==> src/rtl/fence_t_sequencer.sv <==
// rtl/fence_t_sequencer.sv - constant-latency fence.t flush sequencer
//
// Purpose: turns one fence.t request from commit into a flush sequence that
// always takes the same number of cycles, whatever is being flushed. The
// only exception is a D$ acknowledge that arrives after the deadline.
// Commit is halted for the whole time the fence is active.
//
// Ports:
//   clk_i, rst_ni        clock, synchronous active-low reset
//   req_valid_i/ready_o  fence.t request handshake with commit
//   mask_i[19:0]         flush mask, latched on accept; only [10:0] is used
//   set_pc_commit_o      one-cycle pulse: refetch from the commit PC
//   flush_o[10:0]        one-cycle per-resource flush pulses; bit 4 is always 0
//   flush_dcache_o       D$ flush level, held until flush_dcache_ack_i
//   flush_dcache_ack_i   D$ flush complete
//   halt_o               stalls commit while the fence is active
//   done_o               one-cycle pulse: the fence is complete
//   overrun_o            qualifies done_o: the D$ ack missed the deadline
module fence_t_sequencer #(
  parameter int PAD_CYCLES = 64
) (
  input  logic        clk_i,
  input  logic        rst_ni,
  input  logic        req_valid_i,
  output logic        req_ready_o,
  input  logic [19:0] mask_i,
  output logic        set_pc_commit_o,
  output logic [10:0] flush_o,
  output logic        flush_dcache_o,
  input  logic        flush_dcache_ack_i,
  output logic        halt_o,
  output logic        done_o,
  output logic        overrun_o
);

  localparam int CNT_W = $clog2(PAD_CYCLES);
  localparam logic [CNT_W-1:0] CNT_MAX = CNT_W'(PAD_CYCLES - 1);

  typedef enum logic [2:0] {
    S_IDLE     = 3'd0,
    S_ISSUE    = 3'd1,
    S_WAIT_ACK = 3'd2,
    S_PAD      = 3'd3,
    S_DONE     = 3'd4
  } state_e;

  state_e           state_q, state_d;
  logic [CNT_W-1:0] cnt_q;
  logic [10:0]      mask_q;
  logic             overrun_q;

  logic cnt_at_max;
  assign cnt_at_max = (cnt_q == CNT_MAX);

  // State register
  always_ff @(posedge clk_i) begin
    if (!rst_ni) begin
      state_q <= S_IDLE;
    end else begin
      state_q <= state_d;
    end
  end

  // Counter, latched mask and overrun flag. The counter starts at 0 in ISSUE
  // and stops at PAD_CYCLES-1. This keeps the deadline check a simple
  // equality test, even while WAIT_ACK overstays.
  always_ff @(posedge clk_i) begin
    if (!rst_ni) begin
      cnt_q     <= '0;
      mask_q    <= '0;
      overrun_q <= 1'b0;
    end else begin
      case (state_q)
        S_IDLE: begin
          cnt_q     <= '0;
          overrun_q <= 1'b0;
          if (req_valid_i) begin
            mask_q <= mask_i[10:0];
          end
        end
        S_ISSUE, S_PAD: begin
          if (!cnt_at_max) cnt_q <= cnt_q + 1'b1;
        end
        S_WAIT_ACK: begin
          if (!cnt_at_max) cnt_q <= cnt_q + 1'b1;
          // The deadline cycle passed without an ack: whatever ack comes
          // later is late.
          if (cnt_at_max && !flush_dcache_ack_i) overrun_q <= 1'b1;
        end
        default: ;
      endcase
    end
  end

  // Next-state logic
  always_comb begin
    state_d = state_q;
    case (state_q)
      S_IDLE: begin
        if (req_valid_i) state_d = S_ISSUE;
      end
      S_ISSUE: begin
        if (mask_q[4] && !flush_dcache_ack_i) state_d = S_WAIT_ACK;
        else                                  state_d = S_PAD;
      end
      S_WAIT_ACK: begin
        // An ack on the deadline cycle, or after it, goes straight to DONE.
        // An earlier ack hands the rest of the time to PAD.
        if (flush_dcache_ack_i) begin
          if (overrun_q || cnt_at_max) state_d = S_DONE;
          else                         state_d = S_PAD;
        end
      end
      S_PAD: begin
        if (cnt_at_max) state_d = S_DONE;
      end
      S_DONE:  state_d = S_IDLE;
      default: state_d = S_IDLE;
    endcase
  end

  // Output logic (Moore: depends only on state and registered data)
  always_comb begin
    req_ready_o     = 1'b0;
    set_pc_commit_o = 1'b0;
    flush_o         = '0;
    flush_dcache_o  = 1'b0;
    halt_o          = 1'b1;
    done_o          = 1'b0;
    overrun_o       = 1'b0;
    case (state_q)
      S_IDLE: begin
        req_ready_o = 1'b1;
        halt_o      = 1'b0;
      end
      S_ISSUE: begin
        // The D$ has its own held level, so its pulse bit is masked off.
        flush_o         = mask_q & ~11'h010;
        set_pc_commit_o = |mask_q;
        flush_dcache_o  = mask_q[4];
      end
      S_WAIT_ACK: begin
        flush_dcache_o = 1'b1;
      end
      S_PAD: ;
      S_DONE: begin
        done_o    = 1'b1;
        overrun_o = overrun_q;
      end
      default: begin
        halt_o = 1'b0;
      end
    endcase
  end

endmodule

==> config.mk <==
export PLATFORM = sky130hd
export DESIGN_NAME = fence_t_sequencer
export DESIGN_NICKNAME = d
export VERILOG_FILES = /design/src/rtl/fence_t_sequencer.sv
export SDC_FILE = /design/constraint.sdc
export NUM_CORES = 1
export LEC_CHECK = 0
export CAP_MARGIN = 10
export CORE_UTILIZATION = 47
export DETAILED_ROUTE_END_ITERATION = 10
export PLACE_DENSITY = 0.9
export SYNTH_ARGS = -nofsm -noshare
export SYNTH_HDL_FRONTEND = slang
export SYNTH_SLANG_ARGS = --single-unit
==> constraint.sdc <==
create_clock -name clk_i -period 4.3 [get_ports clk_i]
set_input_delay 0.645 -clock clk_i [delete_from_list [all_inputs] [get_ports clk_i]]
set_output_delay 0.645 -clock clk_i [all_outputs]
set_load 0.01 [all_outputs]
---- Word level (Yosys, flattened, before mapping) ----
Index checks and enable logic that the tools add are counted.
W data, S select, Z words.
word-level totals
  memories ................................ 0
  register bits ........................... 21
  memory bits (writable) .................. 0
  ROM bits ................................ 0
  latch bits .............................. 0
cells by class
  shift-type cells ........................ 0
  eq/ne operators ......................... 10
  order comparisons ....................... 0
  multipliers ............................. 0
  bitwise operators ....................... 0
  multiplexer cells ....................... 17
  $add $sub $neg .......................... 1
  reduce and logical (&&, ||, !) cells .... 14
  divide/modulo/power cells ............... 0
operators by type and width
  cell                   count
  $mux W3                4
  $pmux W3 S4            1
  $pmux W6 S2            1
  $mux W11               1
  $reduce_or A11 Y1      1
  $ne A2 B2 Y1 const B   5
  $mux W1                7
  $add A6 B1 Y6 const B  1
  $eq A3 B2 Y1 const B   2
  $eq A6 B6 Y1 const B   1
  $mux W6                1
  $reduce_and A2 Y1      3
  $pmux W1 S2            2
  $reduce_bool A2 Y1     2
  $reduce_or A4 Y1       1
  $eq A3 B1 Y1 const B   1
  $eq A3 B3 Y1 const B   1
  $logic_not A3 Y1       1
  $reduce_and A3 Y1      1
  $reduce_or A3 Y1       1
  $logic_and A1 B1 Y1    2
  $logic_not A1 Y1       1
  $logic_or A1 B1 Y1     1

---- Longest topological paths before layout ----
  depth after elaboration ................. 5
  depth in mapped cells ................... 6
  gate-level depth less buffers ........... 5

---- Worst setup path before layout ----
OpenSTA, ideal clock, no wires.
  kind .................................... reg2out
  start ................................... register state_q[2]
  end ..................................... output port set_pc_commit_o
  required time ........................... 3.655 ns
  stages on the path, launching flop included .. 5
  slack ................................... 2.477 ns
  arrival ................................. 1.178 ns
  cells stage by stage .................... dfxtp_1 -> buf_2 -> nor3_1 -> buf_2 -> o41a_1
between the ends
  word-level cells in the longest chain between the ends .. 2
ends and longest elaborated chain
  element                 line  RTL
  start, declared         47    state_e state_q, state_d;
  start signal, assigned  60    state_q <= state_d;
  $eq A3 B1 Y1            131   case (state_q)
  $mux W1                 131
  end, declared           27    output logic set_pc_commit_o,
Every way passes these cells.

---- Worst setup path in the final report ----
  start ................................... register state_q[0]
  end ..................................... output port set_pc_commit_o
The elaborated chain is that of the path after synthesis.

==> out/summary.txt <==
Status -> finished, final reports clean
Clk slew on worst S/H paths -> 120 ps
CORE AREA -> 2233 um^2
RR Endpoint -> state_q[1]
Worst r2r path cells -> 4
Register-to-Register Setup Slack -> 2500 ps
First DRT Iteration DRCs -> 25
Row count -> 17
Netlist cell types -> 42
CTS Buf Count -> 3
Antenna violations before repair -> 0
Count of input and output buffers -> 30
Worst r2r src -> state_q[0]
Power Total -> 0.6928 mW
Clock Skews -> 7.328 ps
Top Family by Delay on Critical Path -> simple AND/OR/NAND/NOR gates
Vias -> 1,085
Slew HR -> 34.37%
Post-Syn Instances -> 138
FF+latch count, synth -> 21
Layout cells sized above 1 -> 4.908%
Syn_area_per_cell -> 8.196 um^2
Largest net degree at the start of global routing -> 21
Area growth syn-to-layout -> 27.10%
DRT Pass-1 Iters -> 4
EDFF count, synth -> 0
Min Tclk post-route -> 3200 ps
Clk pwr share -> 13.3%
RSZ-0062 raised after global routing -> false
Lkg Pwr -> 0.5432 nW
Nets@finish -> 189
Switching share of total power -> 39.63%
Fin. Hold Viols -> 0
Worst Hold Endpoint -> mask_q[1]
Width of the die -> 51.06 um
Total GRT Usage -> 20.58%
Hold slack -> 474.4 ps
Setup CP Type -> flip-flop to output pin
Clock sinks -> 21
Pins over their slew limit -> 0
Postcts setup bufs -> 0
Final ANT Viol Nets -> 0
Commonest non-fill, non-tap cells in the layout -> 30 x nand2_1, 30 x clkdlybuf4s50_1, 21 x dfxtp_1, 11 x and2_1, 11 x a21boi_1
Worst-Skew Late Latency -> 300 ps
CP cell instances -> inv_1, nor3_1, o41a_1, clkdlybuf4s50_1
Fraction of registers with async set/reset -> 0%
Wire per inst -> 12.90 um
Startpoint Class -> flip-flop
GR Overflow Total -> 0
Final worst slack -> 1100 ps
H-tree Lvls -> 1
Comb pwr share -> 47.1%
Synthesized area -> 1131 um^2
Synthesis Warnings -> 0
Pre-CTS setup slack -> 1427 ps
Seq/Total Area, Yosys -> 37.17%
Post-Place Cells -> 187
Highest cell delay on the worst timing path -> 770 ps
Crit-path slowest cell -> nor3_1
Worst-margin pin slew -> 976.9 ps
CTS Hold Bufs -> 0
Power Dens Cells -> 481.9 nW/um^2
Setup TNS -> 0 ps
Syn_nets -> 163
Clock root buffer -> clkbuf_4
Global-route wire length before repair -> 4071 um
Switching pwr -> 0.2746 mW
Boundary Pins -> 41
HP Start -> mask_q[1]
Buffers and inverters on the worst path -> 2
Antenna fix cells -> 0
Placed wire-length estimate -> 1833 um
Min-delay worst type -> flip-flop to flip-flop
Period utilisation layout -> 74.41%
VDD IR max -> 0.0003734 V
Max-cap viol count -> 0
Design area -> 1438 um^2
Post-cts repair resize count -> 0
Synth Flop Type -> dfxtp_1
Routed WL -> 2464 um
Die footprint -> 2607 um^2
Setup violators final -> 0
Vias per cell -> 5.681
Worst-path fanout max -> 13
Crit. End Element -> output pin
RePlAce Congestion -> 0.8497
DRC -> 0
P_int -> 0.4182 mW
Max Clock Freq -> 312.5 MHz
Worst hold path stage count -> 2
Vias in the first global route -> 981
Core Util, Final -> 64.37%
Required @ worst endpoint -> 3650 ps
Final cell count without fillers -> 191
DIE HEIGHT -> 51.06 um
Area post-placement -> 1410 um^2
Data arrival, critical path -> 2550 ps
Sequential Power Share -> 39.6%
Clock buffer depth -> 2
CTS tree -> yes
Initial Util -> 50.64%
[cells in the mapped netlist (2+ instances only)]
master	number	share of area, %
xnor2_1	3	2.3
a21oi_1	2	0.88
nand2_1	30	10
nor2_1	9	3.0
o22ai_1	4	2.2
inv_1	3	1.0
a21boi_1	11	7.3
buf_2	3	1.3
buf_6	2	2.0
nor2b_1	2	1.1
and2_1	11	6.1
and4_1	2	1.5
nand4b_1	2	1.5
nor4_1	2	1.1
clkbuf_1	3	1.0
dfxtp_1	21	37
a31oi_1	2	1.1
a311oi_1	2	1.5
[cells by family (layout without fill, tap and decap cells)]
kind of cell             Yosys count  count (layout)  share of synthesized area (%)
adder cells (fa/ha/maj)            1               1                          1.106
other                              1               1                         0.3315
AO/OA/AOI/OAI                     33              33                          23.56
buffers and inverters             13              38                          6.305
AND/OR/NAND/NOR                   66              66                          29.20
XOR/XNOR                           3               3                          2.323
flip-flops                        21              21                          37.17
[sequential cells by signal (all words and copies together), names as in the netlist]
register	flops
cnt_q	6
mask_q	11
overrun_q	1
state_q	3
[final cells by class]
class	instances	area, um^2
Clock buffer	3	22.52
Sequential cell	21	420.4
Timing Repair Buffer	30	300.3
Tap cell	28	35.03
Clock inverter	1	5.005
Multi-Input combinational cell	104	639.4
Fill cell	194	795.8
Inverter	4	15.01
[power by group through the flow]
stage          clock network (mW)  logic, mW  registers (mW)
2_1_floorplan                   0      0.248           0.259
4_1_cts                    0.0959      0.326           0.273
6_report                   0.0923      0.326           0.274
3_5_place_dp                    0      0.324           0.277
5_1_grt                     0.107      0.361           0.278
3_3_place_gp                    0      0.312           0.275
[worst register-to-register path: stages (launching register included)]
cell and delay (ps):
dfxtp_1 520, inv_1 150, nor3_1 770, nor2_1 130, o22ai_1 170
[layer usage]
metal  global-route usage, %  up-vias  share of wire (%)
met5                       0        -                  0
met4                   8.796        0                1.3
met3                   4.762        6                7.5
met2                   36.62       51                 48
met1                   23.16      492                 43
li1                        -      536                  -
[worst max path at each step]
| stage | end | from | depth (start not counted) | slack, ps |
|---|---|---|---|---|
| 2_1_floorplan | set_pc_commit_o | state_q[2] | 4 | 2480 |
| 3_3_place_gp | set_pc_commit_o | state_q[0] | 4 | 1500 |
| 3_5_place_dp | set_pc_commit_o | state_q[0] | 4 | 1430 |
| 4_1_cts | set_pc_commit_o | state_q[0] | 4 | 1090 |
| 5_1_grt | flush_dcache_o | state_q[0] | 4 | 810 |
| 6_report | set_pc_commit_o | state_q[0] | 4 | 1100 |
(Power assumes the default switching activity.)
